File: config.mk
export PLATFORM = sky130hd
export DESIGN_NAME = decoder_seq_flat
export DESIGN_NICKNAME = d
export VERILOG_FILES = /design/src/rtl/decoder_seq_if.sv /design/src/rtl/decoder_seq.sv /design/src/flat_wrapper.sv
export SDC_FILE = /design/constraint.sdc
export NUM_CORES = 1
export LEC_CHECK = 0
export ABC_AREA = 1
export BUFFER_PORTS_ARGS = -buffer_cell sky130_fd_sc_hd__buf_2
export CAP_MARGIN = 0
export CORE_MARGIN = 2
export CORE_UTILIZATION = 50
export CTS_BUF_LIST = sky130_fd_sc_hd__clkbuf_4 sky130_fd_sc_hd__clkbuf_8
export DETAILED_ROUTE_END_ITERATION = 8
export GPL_ROUTABILITY_DRIVEN = 0
export HOLD_SLACK_MARGIN = 0.08
export PLACE_DENSITY = 0.77
export SYNTH_ARGS = -nofsm -noshare
export SYNTH_HDL_FRONTEND = slang
export SYNTH_SLANG_ARGS = --single-unit
File: constraint.sdc
create_clock -name clk -period 1.55 [get_ports clk]
set_input_delay 0.155 -clock clk [delete_from_list [all_inputs] [get_ports clk]]
set_output_delay 0.155 -clock clk [all_outputs]
set_load 0.1 [all_outputs]
File: src/rtl/decoder_seq_if.sv
// decoder_seq_if -- control and status bundle for decoder_seq.
//   master : drives en, mode, load, w, dwell; observes y, idx, wrap
//   slave  : the decoder itself
interface decoder_seq_if #(
  parameter int N       = 4,
  parameter int DWELL_W = 8
);
  logic               en;
  logic               mode;
  logic               load;
  logic [N-1:0]       w;
  logic [DWELL_W-1:0] dwell;
  logic [0:2**N-1]    y;
  logic [N-1:0]       idx;
  logic               wrap;

  modport master (
    output en, mode, load, w, dwell,
    input  y, idx, wrap
  );

  modport slave (
    input  en, mode, load, w, dwell,
    output y, idx, wrap
  );
endinterface

File: src/rtl/decoder_seq.sv
// decoder_seq -- one-hot decoder with a direct-index mode and an
// auto-sweeping scan mode that holds each output for dwell+1 cycles.
// Ports:
//   clk     : single clock, rising edge
//   reset_n : asynchronous active-low reset
//   bus     : decoder_seq_if.slave (en, mode, load, w, dwell in;
//             y, idx, wrap out, all outputs registered)
//
// state  | meaning
// IDLE   | en=0: y blanked, idx and dwell counter hold
// DIRECT | en=1, mode=0: y decodes idx, idx changes only by load
// SCAN   | en=1, mode=1: idx steps every dwell+1 cycles
module decoder_seq #(
  parameter int N       = 4,
  parameter int DWELL_W = 8
) (
  input logic           clk,
  input logic           reset_n,
  decoder_seq_if.slave  bus
);

  typedef enum logic [1:0] {IDLE, DIRECT, SCAN} state_t;

  state_t             r_state;
  logic [N-1:0]       r_idx;
  logic [DWELL_W-1:0] r_cnt;
  logic [DWELL_W-1:0] r_dwell;
  logic [0:2**N-1]    r_y;
  logic               r_wrap;

  state_t             w_state_nxt;
  logic               w_step;
  logic [N-1:0]       w_idx_nxt;
  logic [0:2**N-1]    w_y_nxt;

  always_comb begin
    w_state_nxt = IDLE;
    if (bus.en) w_state_nxt = bus.mode ? SCAN : DIRECT;
  end

  // A step only happens when already scanning; entering SCAN restarts
  // the dwell count first. Load always overrides a step.
  assign w_step = (w_state_nxt == SCAN) && (r_state == SCAN) &&
                  (r_cnt == r_dwell) && !bus.load;

  always_comb begin
    w_idx_nxt = r_idx;
    if (bus.load)    w_idx_nxt = bus.w;
    else if (w_step) w_idx_nxt = r_idx + N'(1);
  end

  // y is built from next-state values so it lines up with idx.
  always_comb begin
    w_y_nxt = '0;
    for (int k = 0; k < 2**N; k++)
      w_y_nxt[k] = (w_state_nxt != IDLE) && (w_idx_nxt == N'(k));
  end

  always_ff @(posedge clk or negedge reset_n) begin
    if (!reset_n) begin
      r_state <= IDLE;
      r_idx   <= '0;
      r_cnt   <= '0;
      r_dwell <= '0;
      r_y     <= '0;
      r_wrap  <= 1'b0;
    end else begin
      r_state <= w_state_nxt;
      r_idx   <= w_idx_nxt;
      r_y     <= w_y_nxt;
      r_wrap  <= w_step && (r_idx == {N{1'b1}});
      if (bus.load) begin
        r_cnt   <= '0;
        r_dwell <= bus.dwell;
      end else if (w_state_nxt == SCAN) begin
        // dwell is only sampled when the counter restarts
        if (r_state != SCAN || r_cnt == r_dwell) begin
          r_cnt   <= '0;
          r_dwell <= bus.dwell;
        end else begin
          r_cnt <= r_cnt + DWELL_W'(1);
        end
      end
    end
  end

  assign bus.y    = r_y;
  assign bus.idx  = r_idx;
  assign bus.wrap = r_wrap;

endmodule

File: src/flat_wrapper.sv
// flat-port wrapper written by rule: the top's interface ports become plain ports
module decoder_seq_flat 
#(
  parameter int N       = 4,
  parameter int DWELL_W = 8
)
  (clk, reset_n, bus_en, bus_mode, bus_load, bus_w, bus_dwell, bus_y, bus_idx, bus_wrap);
  decoder_seq_if #(.N(N), .DWELL_W(DWELL_W)) bus_i ();
  input logic clk;
  input logic reset_n;
  input wire logic [$bits(bus_i.en)-1:0] bus_en;
  input wire logic [$bits(bus_i.mode)-1:0] bus_mode;
  input wire logic [$bits(bus_i.load)-1:0] bus_load;
  input wire logic [$bits(bus_i.w)-1:0] bus_w;
  input wire logic [$bits(bus_i.dwell)-1:0] bus_dwell;
  output wire logic [$bits(bus_i.y)-1:0] bus_y;
  output wire logic [$bits(bus_i.idx)-1:0] bus_idx;
  output wire logic [$bits(bus_i.wrap)-1:0] bus_wrap;
  assign bus_i.en = bus_en;
  assign bus_i.mode = bus_mode;
  assign bus_i.load = bus_load;
  assign bus_i.w = bus_w;
  assign bus_i.dwell = bus_dwell;
  assign bus_y = bus_i.y;
  assign bus_idx = bus_i.idx;
  assign bus_wrap = bus_i.wrap;
  decoder_seq #(.N(N), .DWELL_W(DWELL_W)) u_core (.clk(clk), .reset_n(reset_n), .bus(bus_i));
endmodule
==> reports/qor.csv <==
stage,metric,value,unit
outcome,status,"complete, but fails checks",
outcome,violations,negative setup slack,
min_path,hold_class,in -> reg,
setup_path,crit_start,u_core.r_cnt[1]$_DFFE_PN0P_,
place,dp_hpwl,3283,um
floorplanning,row_count,22,
routing,drt-total-wl,5197,um
timing,slew_headroom,66.27,%
routing,antenna_left,0,
pwr,p_sw,0.8801,mW
logic_synthesis,yosys.area.top_type_share,51.86,%
clocking,clock_sinks,39,
pwr,leakage,1.408,nW
logic_synthesis,yosys.cell_types.count,29,
logic_synthesis,synth_top_family_by_area,simple AND/OR/NAND/NOR gates,
pwr,intPower,1.795,mW
routing,drcViolationCount,0,
floorplanning,fp.dieW,65.35,um
logic_synthesis,synthSimpleGateAreaFrac,31.98,%
global_route,grt_max_degree,24,
timing,fin_crit,1776,ps
global_route,grt_pass1_wl,8079,um
setup_path,crit_path_max_fanout,5,
logic_synthesis,synthCells,220,
global_route,globalRoute.totalOverflow,0,
pwr,p_comb_share,25.8,%
min_path,hold_path_depth,3,
routing,dr.pass1.iters,4,
setup_path,path_class,reg -> reg,
pwr,power_frac_seq,41.5,%
logic_synthesis,syn_area_per_cell,8.554,sq um
cells_and_area,utilization,77.69,%
timing,slew_viol_final,0,
timing,final_hold_viol_count,0,
clocking,clock_path_buffers,2,
setup_path,cp_data_arrival_time,2010,ps
setup_path,r2r-end,u_core.bus.y[6]$_DFF_PN0_,
timing,fin_skew,8.805,ps
timing,rsz0062_at_grt,true,
timing,fmax,563.0,MHz
clocking,h-tree-depth,2,
clocking,path_clk_slew,80,ps
logic_synthesis,synth_area,1882,sq um
floorplanning,die_h,65.35,um
setup_path,required,1780,ps
floorplanning,start_util,51.79,%
cells_and_area,drive_above_1_share,45.25,%
timing,setup_ws,-226.3,ps
setup_path,ff2ff_setup_slack,-230,ps
logic_synthesis,muxShareOfSynthArea,0,%
min_path,hp-start,bus_dwell[6],
global_route,grt_pass1_vias,1806,
logic_synthesis,synth-xor-area-share,2.793,%
logic_synthesis,yosysTopAreaCell,dfrtp_1,
timing,fin_tns_setup,-5240,ps
pwr,switching_share,32.89,%
setup_path,worst_setup_path_start_kind,flop,
cells_and_area,n_antenna_cell,0,
setup_path,endpoint_kind,flop,
pwr,power.density,947.8,nW/um^2
flow_run,max_cap_viol_count,0,
timing,setup_viol,33,
routing,drt_iter0_markers,140,
min_path,worst_hold_path.endpoint,u_core.r_dwell[6]$_DFFE_PN0P_,
timing,tightestPinTransition,509.5,ps
floorplanning,die_area,4271,sq um
logic_synthesis,ys_ff_latch,39,
clocking,clkLatencyLatePin,300,ps
logic_synthesis,synth_seq_area_share,51.86,%
logic_synthesis,ys_top_cells_by_area,"dfrtp_1 (52%), nand2_1 (12%), inv_1 (5.4%)",
global_route,grt.total_usage,25.43,%
place,port_buffers,37,
clocking,cts_tree,built,
place,dp_cells,329,
routing,vias,1797,
logic_synthesis,synth_compound_area_share,5.120,%
setup_path,reg2reg_from,u_core.r_cnt[1]$_DFFE_PN0P_,
routing,viasPerCell,5.091,
floorplanning,coreArea,3633,sq um
cells_and_area,final_nets,323,
pwr,p_clk_share,32.7,%
logic_synthesis,syn-num-nets,239,
pwr,ir_drop,0.0006738,V
global_route,antenna_found_initial,0,
logic_synthesis,synth_warnings,0,
routing,post_drt_wl_per_cell,14.72,um
timing,finalCritPeriodShare,114.6,%
floorplanning,io_pins,38,
cells_and_area,areaGrowthSynthToFinish,50.00,%
setup_path,rr_worst_depth,12,
clocking,numCtsBuffers,5,
cells_and_area,fin_cells,353,
clocking,cts_root_buf,clkbuf_8,
logic_synthesis,synth_fa_ha_area_share,1.330,%
==> logic make-up (layout without fill, tap and decap cells) <==
| kind of cell | Yosys count | after routing |
|---|---|---|
| and+or+nand+nor | 124 | 124 |
| xor gates and xnor gates | 6 | 6 |
| adders and majority gates | 2 | 2 |
| DFF | 39 | 39 |
| AOI/OAI and AO/OA | 16 | 16 |
| buffers and inverters | 33 | 118 |
==> final cells by class <==
type | instances | area, sq um
tap | 48 | 60.06
clock inverter | 3 | 43.79
fill | 246 | 810.8
clock buffer | 5 | 68.82
sequential | 39 | 988.4
multi-input combinational | 148 | 978.4
timing repair buffer | 80 | 570.5
inverter | 30 | 112.6
==> cell usage in the layout, fill, tap and decap left out, types with 2 or more instances in the layout <==
cell,netlist,final
buf_12,0,2
nor3_1,9,4
a21oi_1,2,2
buf_2,2,37
buf_4,1,28
nand2_2,4,8
nand3_4,2,6
inv_1,27,24
dfrtp_1,39,35
buf_6,0,4
xor2_1,4,4
nand4_1,3,3
nand2_1,58,50
nor3_2,1,5
o21ai_0,8,7
nor2_1,26,18
nand3_2,4,7
clkbuf_8,0,5
nand3_1,12,5
nor3_4,1,2
dfrtp_4,0,3
inv_2,3,6
nor2_2,0,8
dlygate4sd3_1,0,9
nand2_4,1,4
==> worst max-delay path by stage <==
stage / end / slack [ps] / depth (start not counted)
finish: u_core.bus.y[6]$_DFF_PN0_ / -230 / 12
global route: u_core.bus.y[10]$_DFF_PN0_ / -320 / 12
CTS: u_core.bus.y[7]$_DFF_PN0_ / -170 / 11
detailed placement: u_core.r_cnt[7]$_DFFE_PN0P_ / -150 / 10
global placement: u_core.bus.y[5]$_DFF_PN0_ / -130 / 12
floorplan: u_core.bus.y[1]$_DFF_PN0_ / 9 / 6
==> sequential cells by signal (all words and copies together) (netlist names) <==
| signal | flops |
|---|---|
| u_core.r_dwell | 8 |
| u_core.bus.y | 16 |
| u_core.r_state | 2 |
| u_core.bus.idx | 4 |
| u_core.r_cnt | 8 |
| u_core.bus.wrap | 1 |
==> stage by stage <==
stage	total power, mW	cell area (sq um)	hold slack [ps]	worst slack, ps
floorplan	1.488	1897	-140.6	8.580
CTS	2.635	2714	89.07	-169.2
global route	2.779	2823	119.6	-315.3
finish	2.675	2823	83.92	-226.3
detailed placement	1.676	2352	117.3	-149.4
global placement	1.660	2352	110.5	-131.5
==> timing repair <==
item / 4_1_cts / 5_1_grt
endpoints found under the setup margin: 32 / 37
hold buffers: 9 / 0
gates resized for setup: 30 / 21
pin swaps: 14 / 14
setup buffers: 2 / 5
hold endpoints to repair: 24 / 0
==> routing by layer <==
metal	wire [um]	part of all wire, %	track usage, %	up-vias
li1	-	-	-	859
met1	2020	39	28.04	864
met2	2780	53	45.92	59
met3	258	5.0	6.336	15
met4	138	2.7	11.46	0
met5	0	0	0	-
==> synthesized netlist by cell type <==
cell     count
nand2_1     58
dfrtp_1     39
inv_1       27
nor2_1      26
nand3_1     12
nor3_1       9
o21ai_0      8
nand2_2      4
nand3_2      4
xor2_1       4
inv_2        3
nand4_1      3
a21oi_1      2
buf_2        2
ha_1         2
nand3_4      2
o21ai_2      2
xnor2_1      2
a21oi_2      1
a31oi_1      1
buf_4        1
nand2_4      1
nor2_4       1
nor3_2       1
nor3_4       1
nor3b_1      1
o21a_1       1
o22ai_1      1
or2_2        1
==> critical path, stage by stage, from the launching register on <==
cell,delay (ps)
dfrtp_1,390
inv_2,60
nand2_1,50
nand2_1,60
nor2_1,100
nand2_1,100
nor2_4,200
nand3_4,160
nand2_2,110
nand3_4,120
nand2_4,110
nand3_2,110
nor2_1,140
==> power groups by stage <==
| stage | registers, mW | logic [mW] | clock network (mW) |
|---|---|---|---|
| final | 1.11 | 0.691 | 0.874 |
| after global routing | 1.12 | 0.738 | 0.922 |
| after CTS | 1.11 | 0.643 | 0.882 |
| after detailed placement | 1.13 | 0.544 | 0 |
| after global placement | 1.13 | 0.528 | 0 |
| after floorplan | 1.27 | 0.219 | 0 |
Note: power is estimated with default switching activity, not from simulation.
